File: src/rtl/uart_rcv.sv
`default_nettype none
// ============================================================================
//  Module   : uart_rcv
//  Brief    : 8N1 asynchronous serial receiver (LSB first, idle-high line).
//             Two-flop input synchronizer, mid-bit sampling, byte presented
//             on rx_data and flagged with rdy.
//             Optional stop-bit checking: define UART_RCV_FRM_ERR_EN.
//  Revision : 1.0  initial release
// ============================================================================
module uart_rcv #(
    parameter int BAUD_CNT = 2604,  // clocks per bit
    parameter int HALF_CNT = 1302   // clocks from start detection to start-bit center
) (
    input  logic       clk,
    input  logic       rst_n,
    input  logic       RX,
    input  logic       clr_rdy,
    output logic [7:0] rx_data,
    output logic       rdy,
    output logic       frm_err
);

    typedef enum logic [0:0] {
        IDLE    = 1'b0,
        RECEIVE = 1'b1
    } state_t;

    // The cycle on which the counter sits at zero is itself one clock of the
    // bit period, so the reload is one less than the period.
    localparam logic [11:0] C_HALF     = 12'(HALF_CNT);
    localparam logic [11:0] C_BAUD_M1  = 12'(BAUD_CNT - 1);
    localparam logic [3:0]  C_LAST_BIT = 4'd9;

    state_t      state_q;
    logic        rx_meta_q;
    logic        rx_s_q;
    logic [11:0] baud_cnt_q;
    logic [3:0]  bit_cnt_q;
    logic [8:0]  shft_q;
    logic        rdy_q;

    logic [8:0]  shft_d;
    logic        w_start;
    logic        w_tick;
    logic        w_done;
    logic        w_stop_ok;

    assign shft_d  = {rx_s_q, shft_q[8:1]};
    assign w_start = (state_q == IDLE) && !rx_s_q;
    assign w_tick  = (state_q == RECEIVE) && (baud_cnt_q == 12'd0);
    assign w_done  = w_tick && (bit_cnt_q == C_LAST_BIT);

`ifdef UART_RCV_FRM_ERR_EN
    // The stop bit is the value being shifted in on the completion tick.
    assign w_stop_ok = rx_s_q;
`else
    assign w_stop_ok = 1'b1;
`endif

    // Two-flop synchronizer; resets to idle-high so reset release never looks like a start bit
    always_ff @(posedge clk) begin
        if (!rst_n) begin
            rx_meta_q <= 1'b1;
            rx_s_q    <= 1'b1;
        end else begin
            rx_meta_q <= RX;
            rx_s_q    <= rx_meta_q;
        end
    end

    // Receive FSM with bit timing, shift register and the rdy flag
    always_ff @(posedge clk) begin
        if (!rst_n) begin
            state_q    <= IDLE;
            baud_cnt_q <= 12'd0;
            bit_cnt_q  <= 4'd0;
            shft_q     <= 9'd0;
            rdy_q      <= 1'b0;
        end else begin
            case (state_q)
                IDLE: begin
                    if (!rx_s_q) begin
                        state_q    <= RECEIVE;
                        baud_cnt_q <= C_HALF;
                        bit_cnt_q  <= 4'd0;
                    end
                end
                RECEIVE: begin
                    if (baud_cnt_q == 12'd0) begin
                        if ((bit_cnt_q == 4'd0) && rx_s_q) begin
                            // Start bit no longer low at its center: a glitch.
                            state_q <= IDLE;
                        end else begin
                            shft_q     <= shft_d;
                            bit_cnt_q  <= bit_cnt_q + 4'd1;
                            baud_cnt_q <= C_BAUD_M1;
                            if (bit_cnt_q == C_LAST_BIT) begin
                                state_q <= IDLE;
                            end
                        end
                    end else begin
                        baud_cnt_q <= baud_cnt_q - 12'd1;
                    end
                end
                default: state_q <= IDLE;
            endcase

            // Setting on completion takes priority over any clear on the same cycle.
            if (w_done && w_stop_ok) begin
                rdy_q <= 1'b1;
            end else if (w_start || clr_rdy) begin
                rdy_q <= 1'b0;
            end
        end
    end

`ifdef UART_RCV_FRM_ERR_EN
    logic frm_err_q;

    // Framing-error flag: raised by a low stop bit, cleared like rdy
    always_ff @(posedge clk) begin
        if (!rst_n) begin
            frm_err_q <= 1'b0;
        end else if (w_done && !rx_s_q) begin
            frm_err_q <= 1'b1;
        end else if (w_start || clr_rdy) begin
            frm_err_q <= 1'b0;
        end
    end

    assign frm_err = frm_err_q;
`else
    assign frm_err = 1'b0;
`endif

    assign rx_data = shft_q[7:0];
    assign rdy     = rdy_q;

endmodule
`default_nettype wire

File: config.mk
export PLATFORM = sky130hd
export DESIGN_NAME = uart_rcv
export DESIGN_NICKNAME = d
export VERILOG_FILES = /design/src/rtl/uart_rcv.sv
export SDC_FILE = /design/constraint.sdc
export NUM_CORES = 1
export LEC_CHECK = 0
export ABC_AREA = 1
export BUFFER_PORTS_ARGS = -buffer_cell sky130_fd_sc_hd__buf_2
export CAP_MARGIN = 25
export CORE_MARGIN = 4
export CORE_UTILIZATION = 40
export DETAILED_ROUTE_END_ITERATION = 12
export SETUP_SLACK_MARGIN = 0.3
export SYNTH_ARGS = -nofsm -noshare
export SYNTH_HDL_FRONTEND = slang
export SYNTH_SLANG_ARGS = --single-unit
export TNS_END_PERCENT = 5
File: constraint.sdc
create_clock -name clk -period 4.6 [get_ports clk]
set_clock_uncertainty 0.1 [all_clocks]
set_input_delay 0.46 -clock clk [delete_from_list [all_inputs] [get_ports clk]]
set_output_delay 0.46 -clock clk [all_outputs]
set_load 0.05 [all_outputs]
# Yosys cells after proc, flatten, opt, wreduce, memory -nomap -nowiden
# Cells that the tools add are included.
# W data, S select, Z words.
word_totals:
  output_inout_bits: 10
  word_cells: 43
  input_bits: 4
  regBits: 29
op_classes:
  n_eq_ne: 5
  mux: 15
  n_reduce_logical: 12
  n_bitwise: 2
  addsub: 2
op_table:
  columns: ["operator", "n"]
  rows:
  - ["$mux W12", 3]
  - ["$pmux W12 S2", 1]
  - ["$logic_not A12 Y1", 1]
  - ["$mux W4", 3]
  - ["$sub A12 B1 Y12 const B", 1]
  - ["$pmux W4 S2", 1]
  - ["$mux W1", 6]
  - ["$reduce_and A3 Y1", 2]
  - ["$add A4 B1 Y4 const B", 1]
  - ["$eq A4 B4 Y1 const B", 1]
  - ["$logic_and A1 B1 Y1", 4]
  - ["$logic_not A4 Y1", 1]
  - ["$ne A2 B2 Y1 const B", 2]
  - ["$ne A3 B3 Y1 const B", 1]
  - ["$ne A2 B1 Y1 const B", 1]
  - ["$not A1 Y1", 2]
  - ["$pmux W1 S2", 1]
  - ["$reduce_and A2 Y1", 1]
  - ["$reduce_bool A2 Y1", 1]
  - ["$logic_not A1 Y1", 1]
  - ["$logic_or A1 B1 Y1", 1]

# Depth between registers and ports, before layout
depth:
  word_depth: 5
  ltp_mapped: 11
  mapped_depth_nobuf: 10

# Worst setup path before layout
# No wires, ideal clock.
synth_timing:
  path_type: "register to register"
  from: "register baud_cnt_q[0]"
  to: "register baud_cnt_q[4]"
  path_slack_ns: 3.063
  t_arrival_ns: 1.320
  path_buffers: 1
  setup_ns: 0.117
  synth_period_minus_slack_ns: 1.537
  path_stages_with_launch: 11
  t_required_ns: 4.383
  path_cell_list: "dfxtp_1 -> inv_1 -> ha_1 -> inv_1 -> nor2_1 -> nand2_1 -> nor2_4 -> nand4_4 -> buf_2 -> o211ai_1 -> nor2_1"
synth_between:
  elab_chain_cells: 3
  word_cells_on_any_way: 6
  cone_classes: "add/sub: 1; eq/ne: 1; mux: 2; reduce/logical: 2"
synth_lines:
  columns: ["element", "line_no", "rtl"]
  rows:
  - ["from (decl)", "37", "logic [11:0] baud_cnt_q;"]
  - ["from (signal assigned)", "102", "baud_cnt_q <= baud_cnt_q - 12'd1;"]
  - ["$sub A12 B1 Y12 or $logic_not A12 Y1 (tied branches)", "102, 89", null]
  - ["$mux W12 or $ne A3 B3 Y1 (tied branches)", null, null]
  - ["$pmux W12 S2 or $reduce_and A2 Y1 (tied branches)", null, null]
# Several ways; a longest one is shown, not always the timed one.
# A chain may end at the register's enable or synchronous reset.

# Worst setup path after layout
layout_timing:
  from: "register baud_cnt_q[0]"
  to: "register bit_cnt_q[2]"
layout_between:
  elab_chain_cells: 3
layout_lines:
  columns: ["element", "line_no", "rtl"]
  rows:
  - ["$logic_not A12 Y1", "89", "if (baud_cnt_q == 12'd0) begin"]
  - ["$ne A2 B1 Y1 (no line)", null, null]
  - ["$reduce_and A3 Y1 (no line)", null, null]
  - ["to (signal assigned)", "95", "bit_cnt_q <= bit_cnt_q + 4'd1;"]
  - ["to (decl)", "38", "logic [3:0] bit_cnt_q;"]
# No other way between the ends.

==> run summary <==
cell area power density: 366 nW/µm²
H-tree levels: 2
count leader, synth: nand2_1
register area share after synthesis: 34.6%
crit start category: register
Global Route Usage Sum: 15.5%
Post-synth ARST share: 0%
synthesized area per cell: 6.83 µm²
cells after synthesis: 246
CTS tree: yes
min cycle time layout: 1.91 ns
Arr. time, crit path: 2.02 ns
worst skew pair latency: 0.29 ns
1st-pass router iterations: 4
Num CTS Buffers: 5
Iter 0 DRT Violations: 101
IO Port Bufs: 12
Residual DRC: 0
Max Used Layer: met4
largest net degree at the start of global routing: 24
site row count: 23
WHS Path Cells: 2
die width: 72.8 µm
final WL: 3.53 mm
worst r2r path cells: 10
Hold Violations, Final: 0
placed wire-length estimate: 2.58 mm
Syn Nets: 255
die area: 5300 µm²
io pins: 14
Ys Warns: 0
placer congestion estimate: 0.855
initial antenna violation count: 0
number of synthesized register bits: 29
clock-pin slew on the worst setup and hold paths: 0.06 ns
CP max FO: 23
dpl cell area: 1690 µm²
final core utilization: 44.3%
dominant cell type by area after synthesis: dfxtp_1
WL per Instance: 11.8 µm
Required @ worst endpoint: 4.71 ns
Post-CTS Resized: 0
Multi-input gate area: 860 µm²
setup_tns: 0 ns
relative slew slack: 61.9%
Post-CTS Hold Buffers: 0
max cap viols: 0
PnR worst setup slack: 2.69 ns
Starting Density: 41.7%
Worst Hold Class: input port to register
Clock Sinks: 29
Via Count: 1456
first-pass GRT wire length: 6.32 mm
total gr overflow: 0
vias in the first global route: 1394
total core area: 4030 µm²
area share of the largest cell type after synthesis: 34.6%
clk buf depth: 2
Final period util: 41.4%
status: finished, final reports clean
WHS: 0.263 ns
worst-margin pin slew: 0.569 ns
Slew Limit Fails: 0
Reg area: 581 µm²
Detail Route met2 WL: 1.49 mm
Met3 Wirelength: 122 µm
final instance area: 1790 µm²
P_leak: 0.825 nW
Post-CTS Setup Inserts: 0
Die Height: 72.8 µm
# nets final: 258
vias per inst: 4.85
critical path class: register to register
pre-CTS WS: 2.70 ns
Yosys cell types: 31
Fillers: 448
top_reg_cell synth: dfxtp_1
Post-synth top cells: nand2_1 (56), inv_1 (32), dfxtp_1 (29), nor2_1 (29), nand3_1 (17)
maximum vdd ir drop: 0.000161 V
RSZ-0062 raised after global routing: false
CTS Root Cell: clkbuf_8
Detail Route Antenna Nets: 0
Setup violations, final: 0
synthesis-to-layout area growth: 6.41%
top area cells in the synthesized netlist: dfxtp_1 (35%), nand2_1 (13%), inv_1 (7.2%), nor2_1 (6.5%), nand3_1 (5.1%)
Peak Freq: 525 MHz
share of cells above drive strength 1: 15.6%
Critical Path End Type: register
ant diodes: 0
WL met1: 1.80 mm
Synth Cell Area: 1680 µm²
count of flip-flops with a built-in enable after synthesis: 0
[cell families after synthesis]
family	share of synthesized area [%]
compound gates	12.5
fa+ha+maj	3.73
buf+inv	14.2
other cells	0.223
simple gates	32.6
xor+xnor	2.09
flops	34.6
[power breakdown]
part           switching, W  internal [W]  leakage (nW)  total, W
registers         0.0000125      0.000262         0.236  0.000275
logic              0.000106     0.0000518         0.538  0.000158
clock network      0.000101      0.000121        0.0512  0.000222
[metrics by stage]
stage          cells  power, W
5_1_grt          300  0.000704
4_1_cts          300  0.000664
6_report         300  0.000655
3_3_place_gp     292  0.000438
2_1_floorplan    246  0.000411
3_5_place_dp     292  0.000438
[registers in the layout (all words and copies together), names as in the netlist]
register / count
shft_q: 9
state_q: 1
rx_s_q: 1
rx_meta_q: 1
bit_cnt_q: 4
baud_cnt_q: 12
rdy: 1
[final timing paths]
| check | from | end | slack, ns |
|---|---|---|---|
| hold reg to reg | rx_meta_q | rx_s_q | 0.31 |
| hold / removal | RX | rx_meta_q | 0.26 |
| setup reg to reg | baud_cnt_q[0] | bit_cnt_q[2] | 2.69 |
| setup / recovery | baud_cnt_q[0] | bit_cnt_q[2] | 2.69 |
[per-layer routing]
metal / up-vias / global-route usage, %
met2: 22 / 22.2
met4: 0 / 9.22
li1: 770 / -
met5: - / 0
met1: 652 / 20.8
met3: 12 / 3.72
[cell usage in the layout (no fill, tap or decap)]
master and count:
a21oi_1 16, o21ai_0 6, conb_1 1, nand4_1 3, clkbuf_8 6, xor2_1 3, ha_1 5, nand2_2 3
a31oi_1 2, a21oi_2 4, o21bai_1 1, nand3_1 17, o21ai_1 6, nand4_2 1, or2_2 2, nor2_4 2
nor3_1 1, o211ai_1 1, clkinv_2 1, clkinv_4 1, xnor2_1 1, inv_2 2, inv_1 32, nand4_4 1
nor3b_1 1, o21a_1 1, dfxtp_1 29, nor2_1 29, buf_2 12, nor2_2 4, nand2_1 56
[final cells by class]
type	instances	share of cell area, %
well taps	50	3.50
repair buffers	12	3.36
clock inverters	2	0.770
multi-input cells	167	48.1
inverters	34	7.14
clock buffers	6	4.62
flip-flops and latches	29	32.5
[critical path: stages (launching register included)]
cell and delay (ns):
dfxtp_1 0.32, inv_1 0.14, ha_1 0.24, inv_1 0.06
nor2_1 0.08, nand2_1 0.08, nor2_4 0.13, nand4_4 0.28
nand2_1 0.23, nand2_1 0.07, a21oi_1 0.11
Note: power is estimated with default switching activity, not from simulation.
